<file path="src/rtl/mem_arbiter_pkg.sv">
// Shared encodings for the memory-port arbiter: load/store ops, FSM states, owner.
package mem_arbiter_pkg;

   localparam int unsigned WORD_W = 32;
   localparam int unsigned BE_W   = 4;
   localparam int unsigned OP_W   = 3;

   localparam logic [OP_W-1:0] LS_LW  = 3'b000;
   localparam logic [OP_W-1:0] LS_SB  = 3'b001;
   localparam logic [OP_W-1:0] LS_SH  = 3'b010;
   localparam logic [OP_W-1:0] LS_SW  = 3'b011;
   localparam logic [OP_W-1:0] LS_LB  = 3'b100;
   localparam logic [OP_W-1:0] LS_LH  = 3'b101;
   localparam logic [OP_W-1:0] LS_LBU = 3'b110;
   localparam logic [OP_W-1:0] LS_LHU = 3'b111;

   typedef enum logic [3:0] {
      ST_IDLE = 4'b0001,
      ST_REQ  = 4'b0010,
      ST_RESP = 4'b0100,
      ST_ERR  = 4'b1000
   } state_t;

   typedef enum logic {
      OWN_IF = 1'b0,
      OWN_LS = 1'b1
   } owner_t;

endpackage

</file>
<file path="src/rtl/mem_arbiter_ls_align.sv">
// Load/store lane logic: misalignment check, byte enables, store replication,
// and load extraction with sign/zero extension.
module ls_align
   import mem_arbiter_pkg::*;
(
   input  logic [OP_W-1:0]   op,
   input  logic [1:0]        offset,
   input  logic [WORD_W-1:0] wdata,
   input  logic [WORD_W-1:0] rdata,
   output logic              misaligned_c,
   output logic              we_c,
   output logic [BE_W-1:0]   be_c,
   output logic [WORD_W-1:0] wdata_c,
   output logic [WORD_W-1:0] rdata_c
);

   logic [7:0]  ld_byte;
   logic [15:0] ld_half;

   always_comb begin
      ld_byte      = 8'(rdata >> {offset, 3'b000});
      ld_half      = 16'(rdata >> {offset[1], 4'b0000});
      misaligned_c = 1'b0;
      we_c         = 1'b0;
      be_c         = 4'b1111;
      wdata_c      = '0;
      rdata_c      = '0;
      case (op)
         LS_LW: begin
            misaligned_c = (offset != 2'b00);
            rdata_c      = rdata;
         end
         LS_SB: begin
            we_c    = 1'b1;
            be_c    = 4'b0001 << offset;
            wdata_c = {4{wdata[7:0]}};
         end
         LS_SH: begin
            misaligned_c = offset[0];
            we_c         = 1'b1;
            be_c         = 4'b0011 << {offset[1], 1'b0};
            wdata_c      = {2{wdata[15:0]}};
         end
         LS_SW: begin
            misaligned_c = (offset != 2'b00);
            we_c         = 1'b1;
            wdata_c      = wdata;
         end
         LS_LB:  rdata_c = {{24{ld_byte[7]}}, ld_byte};
         LS_LH: begin
            misaligned_c = offset[0];
            rdata_c      = {{16{ld_half[15]}}, ld_half};
         end
         LS_LBU: rdata_c = {24'h000000, ld_byte};
         LS_LHU: begin
            misaligned_c = offset[0];
            rdata_c      = {16'h0000, ld_half};
         end
         default: rdata_c = '0;
      endcase
   end

endmodule

</file>
<file path="src/rtl/mem_arbiter.sv">
// Shares one memory port between instruction fetch and load/store, one
// outstanding transaction at a time, with bounded starvation of fetch.
module mem_arbiter
   import mem_arbiter_pkg::*;
#(
   parameter int unsigned XLEN         = 32,
   parameter int unsigned STARVE_LIMIT = 4
) (
   input  logic            clk,
   input  logic            rst,
   input  logic            if_req,
   input  logic [XLEN-1:0] if_addr,
   output logic            if_gnt,
   output logic            if_rvalid,
   output logic [XLEN-1:0] if_rdata,
   input  logic            ls_req,
   input  logic [2:0]      ls_op,
   input  logic [XLEN-1:0] ls_addr,
   input  logic [XLEN-1:0] ls_wdata,
   output logic            ls_gnt,
   output logic            ls_rvalid,
   output logic [XLEN-1:0] ls_rdata,
   output logic            ls_err,
   output logic            mem_req,
   output logic            mem_we,
   output logic [3:0]      mem_be,
   output logic [XLEN-1:0] mem_addr,
   output logic [XLEN-1:0] mem_wdata,
   input  logic            mem_ready,
   input  logic            mem_rvalid,
   input  logic [XLEN-1:0] mem_rdata
);

   localparam int unsigned CNT_W   = 4;
   localparam logic [CNT_W-1:0] CNT_MAX = 4'hF;

   state_t           state;
   owner_t           owner;
   logic [OP_W-1:0]  lat_op;
   logic [1:0]       lat_off;
   logic [CNT_W-1:0] starve_cnt;

   logic             ls_win_c;
   logic [XLEN-1:0]  sel_addr_c;
   logic [OP_W-1:0]  al_op_c;
   logic [1:0]       al_off_c;
   logic             al_mis_c;
   logic             al_we_c;
   logic [BE_W-1:0]  al_be_c;
   logic [XLEN-1:0]  al_wdata_c;
   logic [XLEN-1:0]  al_rdata_c;

   // Lane logic sees the live LS request while arbitrating, the latched one otherwise
   always_comb begin
      ls_win_c   = ls_req && (!if_req || (starve_cnt < CNT_W'(STARVE_LIMIT)));
      sel_addr_c = ls_win_c ? ls_addr : if_addr;
      al_op_c    = (state == ST_IDLE) ? ls_op : lat_op;
      al_off_c   = (state == ST_IDLE) ? sel_addr_c[1:0] : lat_off;
   end

   ls_align u_ls_align (
      .op           (al_op_c),
      .offset       (al_off_c),
      .wdata        (ls_wdata),
      .rdata        (mem_rdata),
      .misaligned_c (al_mis_c),
      .we_c         (al_we_c),
      .be_c         (al_be_c),
      .wdata_c      (al_wdata_c),
      .rdata_c      (al_rdata_c)
   );

   always_ff @(posedge clk or negedge rst) begin
      if (!rst) begin
         state      <= ST_IDLE;
         owner      <= OWN_IF;
         lat_op     <= LS_LW;
         lat_off    <= 2'b00;
         starve_cnt <= '0;
         if_gnt     <= 1'b0;
         if_rvalid  <= 1'b0;
         if_rdata   <= '0;
         ls_gnt     <= 1'b0;
         ls_rvalid  <= 1'b0;
         ls_rdata   <= '0;
         ls_err     <= 1'b0;
         mem_req    <= 1'b0;
         mem_we     <= 1'b0;
         mem_be     <= 4'b0000;
         mem_addr   <= '0;
         mem_wdata  <= '0;
      end else begin
         if_gnt    <= 1'b0;
         ls_gnt    <= 1'b0;
         if_rvalid <= 1'b0;
         ls_rvalid <= 1'b0;
         ls_err    <= 1'b0;
         case (state)
            ST_IDLE: begin
               if (!if_req) starve_cnt <= '0;
               lat_off <= sel_addr_c[1:0];
               if (ls_win_c) begin
                  owner  <= OWN_LS;
                  lat_op <= ls_op;
                  ls_gnt <= 1'b1;
                  if (if_req && (starve_cnt != CNT_MAX)) starve_cnt <= starve_cnt + 1'b1;
                  if (al_mis_c) begin
                     state <= ST_ERR;
                  end else begin
                     state     <= ST_REQ;
                     mem_req   <= 1'b1;
                     mem_we    <= al_we_c;
                     mem_be    <= al_be_c;
                     mem_addr  <= {sel_addr_c[XLEN-1:2], 2'b00};
                     mem_wdata <= al_wdata_c;
                  end
               end else if (if_req) begin
                  owner      <= OWN_IF;
                  starve_cnt <= '0;
                  if_gnt     <= 1'b1;
                  state      <= ST_REQ;
                  mem_req    <= 1'b1;
                  mem_we     <= 1'b0;
                  mem_be     <= 4'b1111;
                  mem_addr   <= {sel_addr_c[XLEN-1:2], 2'b00};
                  mem_wdata  <= '0;
               end
            end
            ST_REQ: begin
               if (mem_ready) begin
                  mem_req <= 1'b0;
                  state   <= ST_RESP;
               end
            end
            ST_RESP: begin
               if (mem_rvalid) begin
                  state <= ST_IDLE;
                  if (owner == OWN_IF) begin
                     if_rvalid <= 1'b1;
                     if_rdata  <= mem_rdata;
                  end else begin
                     ls_rvalid <= 1'b1;
                     ls_rdata  <= al_rdata_c;
                  end
               end
            end
            ST_ERR: begin
               state     <= ST_IDLE;
               ls_rvalid <= 1'b1;
               ls_err    <= 1'b1;
               ls_rdata  <= '0;
            end
            default: begin
               state   <= ST_IDLE;
               mem_req <= 1'b0;
            end
         endcase
      end
   end

endmodule

</file>
<file path="config.mk">
export PLATFORM = sky130hd
export DESIGN_NAME = mem_arbiter
export DESIGN_NICKNAME = d
export VERILOG_FILES = /design/src/rtl/mem_arbiter_pkg.sv /design/src/rtl/mem_arbiter_ls_align.sv /design/src/rtl/mem_arbiter.sv
export SDC_FILE = /design/constraint.sdc
export NUM_CORES = 1
export LEC_CHECK = 0
export BUFFER_PORTS_ARGS = -buffer_cell sky130_fd_sc_hd__buf_2
export CAP_MARGIN = 10
export CELL_PAD_IN_SITES_DETAIL_PLACEMENT = 0
export CELL_PAD_IN_SITES_GLOBAL_PLACEMENT = 1
export CORE_MARGIN = 2
export CORE_UTILIZATION = 33
export DETAILED_ROUTE_END_ITERATION = 10
export GPL_ROUTABILITY_DRIVEN = 1
export PLACE_DENSITY = 0.72
export SETUP_SLACK_MARGIN = 0.3
export SLEW_MARGIN = 15
export SYNTH_ARGS = -nofsm -noshare
export SYNTH_HDL_FRONTEND = slang
export SYNTH_SLANG_ARGS = --single-unit
</file>
<file path="constraint.sdc">
create_clock -name clk -period 2.6 [get_ports clk]
set_clock_uncertainty 0.05 [all_clocks]
set_input_delay 0 -clock clk [delete_from_list [all_inputs] [get_ports clk]]
set_output_delay 0 -clock clk [all_outputs]
set_load 0.01 [all_outputs]
</file>
==> impl_metrics.tcl <==
set metrics [dict create \
    std_cell_rows 54 \
    finalPower_mw 14.7 \
    cts.clk_slew.worst_paths_ns 0.07 \
    avgSynthCellArea_sq_um 9.99 \
    ir_worst_vdd_mv 0.540 \
    clk_latency_ns 0.43 \
    period_needed_ns 2.51 \
    synth.area.top_cells "dfrtp_1 52%, nand2_1 8.1%, mux2i_1 6.0%" \
    layout_common_cells "272 x buf_2, 150 x dfrtp_1, 134 x nand2_1, 129 x dlygate4sd3_1, 43 x buf_4" \
    hold_violations 0 \
    layout_commonest_cell "buf_2" \
    place.gp.congestion 0.826 \
    fmax_mhz 398 \
    outcome "finished clean" \
    maxSlewHeadroom_pct 39.6 \
    tightestPinTransition_ns 0.906 \
    cp_data_arrival_time_ns 2.79 \
    crit_fanout 6 \
    grt_max_degree 63 \
    h-tree-depth 4 \
    maxCapViolations 0 \
    min_from "ls_req" \
    max-clock-path-buffers 2 \
    drc 0 \
    cts_tree "built" \
    overflow 0 \
    final_antenna_net_count 0 \
    drt_iter0_drc 461 \
    crit_required_ns 2.88 \
    drive_gt1_share_pct 42.4 \
    path_cells "or4b_4, mux2i_4, buf_4, buf_6, buf_12, buf_8, mux2i_2, o21ai_2, a22o_1" \
    power_density_nw_per_um2 1200 \
    fp.coreArea_sq_um 21700 \
    synth_cells 723 \
    place_worst_setup_slack_ns 0.0741 \
    criticalPathCategory "reg -> reg" \
    io_pins 276 \
    leakage_nw 6.17 \
    die_y_microns 152 \
    synth_seq_cells 151 \
    rsz0062_at_grt "yes" \
    max_stage_delay_ns 0.54 \
    worst_slack_ns 0.0882 \
    routed-via-count 7562 \
    start_util_pct 33.3 \
    async_flop_share_pct 100 \
    viasPerCell 5.12 \
    dr.pass1.iters 5 \
    crit_path_start_kind "flip-flop" \
    wirelength_mm 27.9 \
    wl_per_cell_microns 18.9 \
    end_kind "flip-flop" \
    antenna_found_initial 1 \
    die_width_microns 152 \
    grt_pass1_wl_mm 40.9 \
    finalSetupViolCount 0 \
    grt_pass1_vias 7386 \
    fin_tns_setup_ns 0 \
    antenna_cells 0 \
    ys_types 68 \
    setup.worst_path.start "state[0]" \
    numClockSinks 151 \
    hold_path.class "in -> reg" \
    dieArea_sq_um 23100 \
    dp_hpwl_mm 17.2 \
    final_cells 1476 \
    drv_slew 0 \
    synth_edf_count 0 \
    place_inst 1261 \
    cp_slowest_cell "dfstp_2" \
    ys_seq_area_share_pct 52.3 \
    synth-main-ff-cell "dfrtp_1" \
    yosys.area.top_type "dfrtp_1" \
    numCtsBuffers 17 \
    nNetsFinal 1321 \
    yosysTopAreaCellShare_pct 51.9 \
    syn_to_final_growth_pct 70.3 \
    portBuffers 273 \
    period_share_pct 96.6 \
    synth_area_sq_um 7230 \
    final_core_util_pct 56.7 \
    cts_root_buffer "clkbuf_16" \
    yosysWarnings 0 \
    grt_usage_pct 22.3 \
    r2r_start "state[0]" \
]
[power breakdown]
group	leakage, nW	switching, mW	internal, mW
sequential	2.00	0.603	3.27
clock	0.281	1.06	1.52
combinational	3.90	4.22	4.04
total	6.17	5.88	8.83
[through the flow]
stage | hold slack, ns | instance area (sq um)
detailed placement | -0.0214 | 9280
floorplan | -0.346 | 7500
global placement | -0.0211 | 9280
global route | 0.0264 | 12300
CTS | 0.00706 | 11500
finish | 0.0376 | 12300
[cells in the mapped netlist, types with 5 or more instances]
master / number
o21ai_0: 59
mux2i_1: 43
a21oi_1: 12
buf_2: 18
or3_1: 6
dfrtp_1: 150
o211ai_1: 11
nand3_1: 13
nor3_1: 6
clkbuf_1: 26
nand2b_1: 8
inv_1: 15
o31ai_1: 9
a22o_1: 34
o21ai_2: 10
nor2_1: 20
o21ai_1: 5
a22oi_1: 38
a221o_1: 6
nand2_1: 156
mux2_2: 5
[what timing repair did]
action                     CTS  global route
pin swaps                    9            36
hold buffers               128             1
resized for setup           37           112
hold endpoints to repair   192             1
setup endpoints to repair  100           101
gates cloned                 4            17
buffers inserted            17            16
[logic make-up after synthesis]
logic type / count (synthesis) / synth area share (%)
AO/OA/AOI/OAI: 217 / 21.4
XOR/XNOR: 1 / 0.121
adder cells (fa/ha/maj): 1 / 0.173
buffers and inverters: 67 / 4.16
flip-flops: 151 / 52.3
multiplexers: 50 / 7.36
other: 1 / 0.0519
AND/OR/NAND/NOR: 235 / 14.4
[critical path: cells and delay by family, from the launching register on]
family | cells | cell delay, ns
compound gates | 2 | 0.29
flops | 1 | 0.54
buf+inv | 4 | 0.54
mux | 2 | 0.44
simple gates | 1 | 0.54
[layer usage]
| metal | up-vias | wire [microns] | track usage, % |
|---|---|---|---|
| met2 | 345 | 13800 | 36.3 |
| met5 | - | 11 | 0 |
| met3 | 44 | 1970 | 6.47 |
| li1 | 3541 | - | - |
| met4 | 2 | 664 | 7.97 |
| met1 | 3630 | 11400 | 28.3 |
[final cells by class]
class | instances | area (sq um)
clock buffer | 19 | 433
multi-input combinational | 510 | 3760
inverter | 16 | 60.1
fill | 1895 | 9390
clock inverter | 13 | 169
timing repair buffer | 487 | 3750
tap | 280 | 350
sequential | 151 | 3780
[registers in the layout (all words and copies together), names as in the netlist]
register	flops
if_gnt	1
if_rdata	32
if_rvalid	1
lat_off	2
lat_op	3
ls_err	1
ls_gnt	1
ls_rdata	32
ls_rvalid	1
mem_addr	30
mem_be	4
mem_req	1
mem_wdata	32
mem_we	1
owner	1
starve_cnt	4
state	4
[worst paths after layout]
| kind | endpoint | slack (ns) | depth (start not counted) |
|---|---|---|---|
| max in group asynchronous | ls_rdata[0] | 1.52 | 3 |
| worst max register to register | mem_wdata[29] | 0.09 | 9 |
| worst min register to register | if_rdata[20] | 0.42 | 2 |
| worst min-delay path | owner | 0.04 | 4 |
| min in group asynchronous | if_rvalid | 0.07 | 2 |
| worst max-delay path | mem_wdata[29] | 0.09 | 9 |
No activity file was read; power rests on OpenSTA's default activity.
